File: config.mk
export PLATFORM = sky130hd
export DESIGN_NAME = sysid_check_sequencer
export DESIGN_NICKNAME = d
export VERILOG_FILES = /design/src/rtl/sysid_check_sequencer.sv
export SDC_FILE = /design/constraint.sdc
export NUM_CORES = 1
export LEC_CHECK = 0
export CAP_MARGIN = 10
export CORE_AREA = 2 2 101 103
export CTS_BUF_LIST = sky130_fd_sc_hd__clkbuf_8
export DETAILED_ROUTE_END_ITERATION = 8
export DIE_AREA = 0 0 103 105
export GPL_TIMING_DRIVEN = 0
export PLACE_DENSITY = 0.77
export SLEW_MARGIN = 10
export SYNTH_ARGS = -nofsm -noshare
export SYNTH_HDL_FRONTEND = slang
export SYNTH_SLANG_ARGS = --single-unit
File: constraint.sdc
create_clock -name clock -period 2.7 [get_ports clock]
set_clock_uncertainty 0.05 [all_clocks]
set_input_delay 0.405 -clock clock [delete_from_list [all_inputs] [get_ports clock]]
set_output_delay 0.405 -clock clock [all_outputs]
set_load 0.02 [all_outputs]
File: src/rtl/sysid_check_sequencer.sv
// Avalon-MM master that reads the sysid ID and timestamp words, compares them against
// build-time constants and reports pass/fail/timeout. Optional macro: SYSID_CHECK_AUTOSTART_EN.
module sysid_check_sequencer #(
    parameter logic [31:0] EXPECTED_ID    = 32'hACD5CD02,
    parameter logic [31:0] EXPECTED_TS    = 32'h591C4BB7,
    parameter int unsigned TIMEOUT_CYCLES = 255,
    parameter int unsigned MAX_RETRIES    = 3
) (
    input  logic        clock,
    input  logic        reset,
    input  logic        start,
    output logic        av_address,
    output logic        av_read,
    input  logic        av_waitrequest,
    input  logic [31:0] av_readdata,
    input  logic        av_readdatavalid,
    output logic        busy,
    output logic        done,
    output logic        id_ok,
    output logic        ts_ok,
    output logic        timeout,
    output logic [31:0] sysid_value,
    output logic [31:0] ts_value,
    output logic [3:0]  retry_count
);

    localparam logic [15:0] TO_LAST   = 16'(TIMEOUT_CYCLES - 1);
    localparam logic [3:0]  RETRY_MAX = 4'(MAX_RETRIES);

    typedef enum logic [2:0] {
        ST_IDLE    = 3'd0,
        ST_ID_REQ  = 3'd1,
        ST_ID_WAIT = 3'd2,
        ST_TS_REQ  = 3'd3,
        ST_TS_WAIT = 3'd4,
        ST_CHECK   = 3'd5,
        ST_RETRY   = 3'd6
    } state_t;

    state_t      state_r;
    state_t      state_s;
    logic [15:0] to_cnt_r;
    logic        av_address_r;
    logic        av_read_r;
    logic        busy_r;
    logic        done_r;
    logic        id_ok_r;
    logic        ts_ok_r;
    logic        timeout_r;
    logic [31:0] sysid_value_r;
    logic [31:0] ts_value_r;
    logic [3:0]  retry_count_r;

    logic        start_s;
    logic        in_req_s;
    logic        in_read_s;
    logic        accept_s;
    logic        capture_s;
    logic        capture_id_s;
    logic        capture_ts_s;
    logic        expire_s;
    logic        retry_avail_s;
    logic        launch_s;
    logic        load_cnt_s;

    function automatic logic word_match(input logic [31:0] actual, input logic [31:0] expected);
        return (actual == expected);
    endfunction

`ifdef SYSID_CHECK_AUTOSTART_EN
    logic auto_r;

    // One synthetic start on the first cycle after reset is released
    always_ff @(posedge clock) begin
        if (reset) begin
            auto_r <= 1'b1;
        end else begin
            auto_r <= 1'b0;
        end
    end

    assign start_s = start | auto_r;
`else
    assign start_s = start;
`endif

    // Bus handshake decode; a zero-latency slave may return data in the accept cycle
    always_comb begin
        in_req_s      = (state_r == ST_ID_REQ) || (state_r == ST_TS_REQ);
        in_read_s     = in_req_s || (state_r == ST_ID_WAIT) || (state_r == ST_TS_WAIT);
        accept_s      = in_req_s && !av_waitrequest;
        if (in_req_s) begin
            capture_s = accept_s && av_readdatavalid;
        end else if (in_read_s) begin
            capture_s = av_readdatavalid;
        end else begin
            capture_s = 1'b0;
        end
        capture_id_s  = capture_s && ((state_r == ST_ID_REQ) || (state_r == ST_ID_WAIT));
        capture_ts_s  = capture_s && ((state_r == ST_TS_REQ) || (state_r == ST_TS_WAIT));
        expire_s      = in_read_s && !capture_s && (to_cnt_r == TO_LAST);
        retry_avail_s = (retry_count_r < RETRY_MAX);
    end

    // Next-state logic; a start landing on the done cycle is dropped
    always_comb begin
        state_s = state_r;
        case (state_r)
            ST_IDLE: begin
                if (start_s && !done_r) begin
                    state_s = ST_ID_REQ;
                end else begin
                    state_s = ST_IDLE;
                end
            end
            ST_ID_REQ, ST_ID_WAIT: begin
                if (capture_s) begin
                    state_s = ST_TS_REQ;
                end else if (expire_s) begin
                    state_s = retry_avail_s ? ST_RETRY : ST_IDLE;
                end else if (accept_s) begin
                    state_s = ST_ID_WAIT;
                end else begin
                    state_s = state_r;
                end
            end
            ST_TS_REQ, ST_TS_WAIT: begin
                if (capture_s) begin
                    state_s = ST_CHECK;
                end else if (expire_s) begin
                    state_s = retry_avail_s ? ST_RETRY : ST_IDLE;
                end else if (accept_s) begin
                    state_s = ST_TS_WAIT;
                end else begin
                    state_s = state_r;
                end
            end
            ST_CHECK: state_s = ST_IDLE;
            ST_RETRY: state_s = ST_ID_REQ;
            default:  state_s = ST_IDLE;
        endcase
        launch_s   = (state_r == ST_IDLE) && (state_s == ST_ID_REQ);
        load_cnt_s = ((state_s == ST_ID_REQ) && (state_r != ST_ID_REQ)) ||
                     ((state_s == ST_TS_REQ) && (state_r != ST_TS_REQ));
    end

    // State, per-read timeout counter and registered bus outputs
    always_ff @(posedge clock) begin
        if (reset) begin
            state_r      <= ST_IDLE;
            to_cnt_r     <= 16'd0;
            av_read_r    <= 1'b0;
            av_address_r <= 1'b0;
        end else begin
            state_r      <= state_s;
            av_read_r    <= (state_s == ST_ID_REQ) || (state_s == ST_TS_REQ);
            av_address_r <= (state_s == ST_TS_REQ) || (state_s == ST_TS_WAIT);
            if (load_cnt_s) begin
                to_cnt_r <= 16'd0;
            end else if (in_read_s) begin
                to_cnt_r <= to_cnt_r + 16'd1;
            end else begin
                to_cnt_r <= 16'd0;
            end
        end
    end

    // Status and result registers; results hold until the next accepted start
    always_ff @(posedge clock) begin
        if (reset) begin
            busy_r        <= 1'b0;
            done_r        <= 1'b0;
            id_ok_r       <= 1'b0;
            ts_ok_r       <= 1'b0;
            timeout_r     <= 1'b0;
            sysid_value_r <= 32'd0;
            ts_value_r    <= 32'd0;
            retry_count_r <= 4'd0;
        end else begin
            done_r <= 1'b0;
            if (launch_s) begin
                busy_r        <= 1'b1;
                id_ok_r       <= 1'b0;
                ts_ok_r       <= 1'b0;
                timeout_r     <= 1'b0;
                retry_count_r <= 4'd0;
            end
            if (capture_id_s) begin
                sysid_value_r <= av_readdata;
            end
            if (capture_ts_s) begin
                ts_value_r <= av_readdata;
            end
            if (expire_s) begin
                if (retry_avail_s) begin
                    retry_count_r <= retry_count_r + 4'd1;
                end else begin
                    timeout_r <= 1'b1;
                    done_r    <= 1'b1;
                    busy_r    <= 1'b0;
                end
            end
            if (state_r == ST_CHECK) begin
                id_ok_r <= word_match(sysid_value_r, EXPECTED_ID);
                ts_ok_r <= word_match(ts_value_r, EXPECTED_TS);
                done_r  <= 1'b1;
                busy_r  <= 1'b0;
            end
        end
    end

    assign av_address  = av_address_r;
    assign av_read     = av_read_r;
    assign busy        = busy_r;
    assign done        = done_r;
    assign id_ok       = id_ok_r;
    assign ts_ok       = ts_ok_r;
    assign timeout     = timeout_r;
    assign sysid_value = sysid_value_r;
    assign ts_value    = ts_value_r;
    assign retry_count = retry_count_r;

endmodule
==> results.yml, run 1 <==
logic_synthesis:
  ys_ff_latch: 94
  synth_fp_nets: 486
  synth_compound_gate_area_share: 0.04536
  synth_warnings: 0
  async_flop_share: 0
  synth.area.mux_share: 0.1508
  yosys.area_share.adder: 0.008837
  synth_top_family_by_area: "simple AND/OR/NAND/NOR gates"
  syn_avg_cell_area_um2: 9.524
  yosys_most_used_dff: "dfxtp_1"
  synth_enable_flop_cells: 0
  synthSimpleGateAreaFrac: 0.2837
  ys_types: 49
  syn_inst: 446
  syn-cell-area_um2: 4248
  yosys.area_share.xor_xnor: 0.02887
  seq_area_frac_synth: 0.4430
timing:
  hold_viol: 0
  whs_ns: 0.4111
  max_slew_margin: 0.5382
  min_period_over_period: 0.9238
  setup_viol_count_final: 0
  fin_crit_ns: 2.494
  drv_slew: 0
  worstMarginPinSlew_ns: 0.6819
  fmax_mhz: 400.9
  rsz0062_at_grt: "false"
floorplan:
  pin_count: 112
  row_count: 36
  die_height_um: 105
  coreArea_um2: 9639
  fp.dieW_um: 103
  initial_utilization: 0.4407
  dieArea_um2: 10820
detailed_routing:
  avgViaCountPerCell: 5.208
  dr.pass1.iters: 4
  drc: 0
  ant_nets: 0
  vias: 3677
  routedWlPerCell_um: 16.14
  drt-total-wl_um: 11390
  drt_iter0_markers: 146
placement:
  hpwl_um: 8576
  globalplace.congestion: 0.8103
  io_buffers: 110
  place_area_um2: 5515
critical_path:
  critPathRequiredTime_ns: 2.95
  arrival_ns: 2.74
  critPathMaxFanout: 10
  end_kind: "flop"
  startpoint_type: "primary input"
  worstSetupPathType: "primary input to flop"
clocking:
  cts.sink_count: 94
  worstSkewPairLatency_ns: 0.37
  tritoncts.num_buffers: 9
  cts_hold_buf: 0
  cts_tree: "yes"
  clkTransAtPathRegs_ns: 0.10
  clock_tree.root_cell: "clkbuf_8"
  htreeDepth: 3
  clock_path_buffers: 2
flow_run:
  drv_cap: 0
final_layout:
  final_cell_mix: "110 x clkdlybuf4s50_1, 94 x dfxtp_1, 66 x nand2b_1"
  syn2layout_area_growth_pct: 35.05
  final_common_cell: "clkdlybuf4s50_1"
  nNetsFinal: 608
  design_area_um2: 5737
  diodes: 0
  drive_gt1_frac: 0.05759
global_route:
  grt_start_max_net_pins: 17
  antenna_found_initial: 0
  globalRoute.totalOverflow: 0
  grt.total_usage: 0.2190
  grt_pass1_vias: 3709
  grt_first_pass_wirelength_um: 18570
power_and_ir_drop:
  finalPower_uw: 2668
  ir_drop_v: 0.0002583
  power_density_nw_per_um2: 465.1
  p_leak_uw: 0.001893
min_path:
  hp-class: "flop to flop"
outcome:
  status: "complete, no violations"
==> final timing paths <==
| path | startpoint | to | slack, ns | cells after the start |
|---|---|---|---|---|
| max | av_waitrequest | sysid_value[23] | 0.21 | 9 |
| min | timeout | timeout | 0.41 | 2 |
| max reg2reg | state_r[1] | sysid_value[23] | 0.24 | 8 |
| min reg2reg | timeout | timeout | 0.41 | 2 |
==> logic make-up (layout without fill, tap and decap cells) <==
| logic type | Yosys count | count (layout) |
|---|---|---|
| AND/OR/NAND/NOR | 206 | 206 |
| flip-flops | 94 | 94 |
| multiplexers | 64 | 64 |
| buffers and inverters | 36 | 163 |
| AO/OA/AOI/OAI | 29 | 29 |
| XOR/XNOR | 14 | 14 |
| adder cells (fa/ha/maj) | 3 | 3 |
==> metal layers <==
metal | part of all wire | up-vias | track usage
met5 | 0 | - | 0
met4 | 0.021 | 0 | 0.08553
met3 | 0.055 | 19 | 0.04883
met2 | 0.48 | 109 | 0.3465
met1 | 0.45 | 1752 | 0.2873
li1 | - | 1797 | -
==> final cells by class <==
class	count	area, um^2
timing repair buffer	111	1109
buffer	28	137.6
inverter	8	30.03
fill	866	3902
clock buffer	10	137.6
clock inverter	6	68.82
tap	133	166.4
sequential	94	1882
multi-input combinational	316	2206
==> registers in the layout, indices dropped and copies added (netlist names) <==
register and cells:
av_address 1, av_read 1, busy 1, done 1
id_ok 1, retry_count 4, state_r 3, sysid_value 32
timeout 1, to_cnt_r 16, ts_ok 1, ts_value 32
==> synthesized netlist by cell type, types with 7 or more instances <==
cell	n	share of area
dfxtp_1	94	0.44
nand2b_1	66	0.097
mux2i_1	64	0.15
nor2_1	41	0.036
nor3_1	26	0.031
clkbuf_1	18	0.016
nand3_1	13	0.015
nand2_1	11	0.0097
a21oi_1	9	0.011
xor2_1	9	0.019
inv_1	8	0.0071
nand4_1	7	0.010
nor2b_1	7	0.010
nor4bb_1	7	0.016
==> critical path, stage by stage <==
cell and delay (ns):
clkdlybuf4s50_1 0.51, o21ai_0 0.24, o311ai_2 0.19, and3_1 0.23, buf_2 0.17, nor4_4 0.38, buf_6 0.23, buf_6 0.19
mux2i_1 0.20
==> metrics by stage <==
| stage | setup slack [ns] | setup TNS, ns | cells | utilization |
|---|---|---|---|---|
| after floorplan | 0.4926 | 0 | 446 | - |
| after global placement | -0.2093 | -5.795 | 689 | 0.5722 |
| after detailed placement | -0.2251 | -7.039 | 689 | 0.5722 |
| after CTS | 0.1419 | 0 | 705 | 0.5936 |
| after global routing | 0.01866 | 0 | 706 | 0.5951 |
| final | 0.2057 | 0 | 706 | 0.5951 |
==> where the power goes <==
part	switching, uW	internal [uW]	total (uW)	leakage (uW)
clock	520	461	980	0.000109
sequential	17.6	1400	1420	0.000759
combinational	133	132	265	0.00103
==> repair_timing <==
action	CTS	global route
gates resized for setup	0	1
setup endpoints to repair	0	2
buffers inserted	0	1
Note: power is estimated with default switching activity, not from simulation.
==> run 2, diff against run 1 <==
Settings changed: SKIP_LAST_GASP from default to 1.
==> results of run 2 <==
Same layout as run 1: the final DEF is identical, and so are final timing and power.
==> run 3, diff against run 2 <==
Clock period 2.7 ns to 3.14 ns, I/O delays scaled along.
==> results.yml, run 3 (synthesis results as in run 1) <==
placement:
  dpl.cell_count: 689
  globalplace.congestion: 0.8103
  place_area_um2: 5515
  hpwl_um: 8576
  io_buffers: 110
final_layout:
  design_area_um2: 5722
  multiInputGateArea_um2: 2198
  fillerInstances: 865
  drive_gt1_frac: 0.05420
  seq_area_um2: 1882
  diodes: 0
  final_common_cell: "clkdlybuf4s50_1"
  final_cell_mix: "110 x clkdlybuf4s50_1, 94 x dfxtp_1, 66 x nand2b_1"
  syn2layout_area_growth_pct: 34.70
  nNetsFinal: 607
  fin_cells: 705
clocking:
  postCtsSetupRepairBufs: 0
  clock_path_buffers: 2
  cts_tree: "yes"
  tritoncts.num_buffers: 9
  cts.sink_count: 94
  cts-resized-gates: 0
  clkTransAtPathRegs_ns: 0.10
  htreeDepth: 3
  worstSkewPairLatency_ns: 0.37
  clock_tree.root_cell: "clkbuf_8"
  cts_hold_buf: 0
critical_path:
  crit_path_max_incr_delay_ns: 0.64
  critPathMaxFanout: 10
  crit_chain: "clkdlybuf4s50_1 -> or4b_2 -> o211ai_1 -> a21oi_2 -> nor4_4 -> buf_6 -> buf_6 -> mux2i_1"
  cpMaxStageDelayCell: "or4b_2"
  reg2regPathDepth: 7
  critPathRequiredTime_ns: 3.39
  end_kind: "flop"
  worstSetupPathType: "primary input to flop"
  arrival_ns: 2.87
  cp_common_cell: "buf_6"
  startpoint_type: "primary input"
timing:
  fin_crit_ns: 2.621
  hold_viol: 0
  worstMarginPinSlew_ns: 0.6636
  whs_ns: 0.4111
  setup_tns_ns: 0
  drv_slew: 0
  setup_viol_count_final: 0
  fmax_mhz: 381.6
  min_period_over_period: 0.8346
  max_slew_margin: 0.5506
  rsz0062_at_grt: "false"
power_and_ir_drop:
  p_leak_uw: 0.001887
  comb_power_share: 0.099
  clkPwrFrac: 0.368
  finalPower_uw: 2292
  p_seq_frac: 0.534
  ir_drop_v: 0.0002217
  p_int_uw: 1717
  p_sw_uw: 574.9
  power_density_nw_per_um2: 400.5
  switching_share: 0.2509
detailed_routing:
  drc: 0
  dr.pass1.iters: 4
  ant_nets: 0
  avgViaCountPerCell: 5.196
  routedWlPerCell_um: 16.16
  drt-total-wl_um: 11390
  drt_iter0_markers: 150
  vias: 3663
flow_run:
  drv_cap: 0
floorplan:
  row_count: 36
  coreArea_um2: 9639
  dieArea_um2: 10820
  pin_count: 112
  initial_utilization: 0.4407
  die_height_um: 105
  fp.dieW_um: 103
min_path:
  hp-class: "flop to flop"
  whs_path_depth: 2
global_route:
  grt_pass1_vias: 3709
  antenna_found_initial: 0
  grt_start_max_net_pins: 17
  grt.total_usage: 0.2190
  globalRoute.totalOverflow: 0
  grt_first_pass_wirelength_um: 18570
outcome:
  status: "complete, no violations"
[run 3: changes by cell type in the layout (fill, tap and decap cells not counted)]
cell and delta:
buf_4 -1, o311ai_1 +1, o311ai_2 -1
[run 3: power by group through the flow]
stage | Combinational (uW) | Clock [uW] | Sequential [uW]
2_1_floorplan | 102 | 0 | 1260
3_3_place_gp | 222 | 0 | 1250
3_5_place_dp | 226 | 0 | 1250
4_1_cts | 228 | 852 | 1220
5_1_grt | 245 | 895 | 1230
6_report | 226 | 842 | 1220
[run 3: per-stage QoR]
stage	utilization	setup slack, ns
2_1_floorplan	-	0.9005
3_3_place_gp	0.5722	0.1647
3_5_place_dp	0.5722	0.1489
4_1_cts	0.5936	0.5159
5_1_grt	0.5936	0.3619
6_report	0.5936	0.5195
[run 3: critical path: cells and delay by family]
kind / cells / cell delay (ns)
compound gates: 2 / 0.23
buf+inv: 3 / 0.93
mux: 1 / 0.20
simple gates: 2 / 1.04
[run 3: area by class of cell]
class / instances / share of cell area
Multi-Input combinational cell: 316 / 0.3842
Sequential cell: 94 / 0.3289
Timing Repair Buffer: 110 / 0.1924
Tap cell: 133 / 0.02908
Clock buffer: 10 / 0.02405
Buffer: 28 / 0.02405
Clock inverter: 6 / 0.01203
Inverter: 8 / 0.005248
[run 3: routing by layer]
metal,track usage,share of wire,wire length [um]
met4,0.08553,0.021,242
met2,0.3465,0.47,5402
met1,0.2873,0.45,5133
met3,0.04883,0.054,616
met5,0,0,0
[run 3: worst paths after layout]
check | start | endpoint | slack [ns]
setup / recovery | av_waitrequest | sysid_value[23] | 0.52
hold / removal | timeout | timeout | 0.41
setup reg to reg | to_cnt_r[8] | sysid_value[23] | 0.62
hold reg to reg | timeout | timeout | 0.41
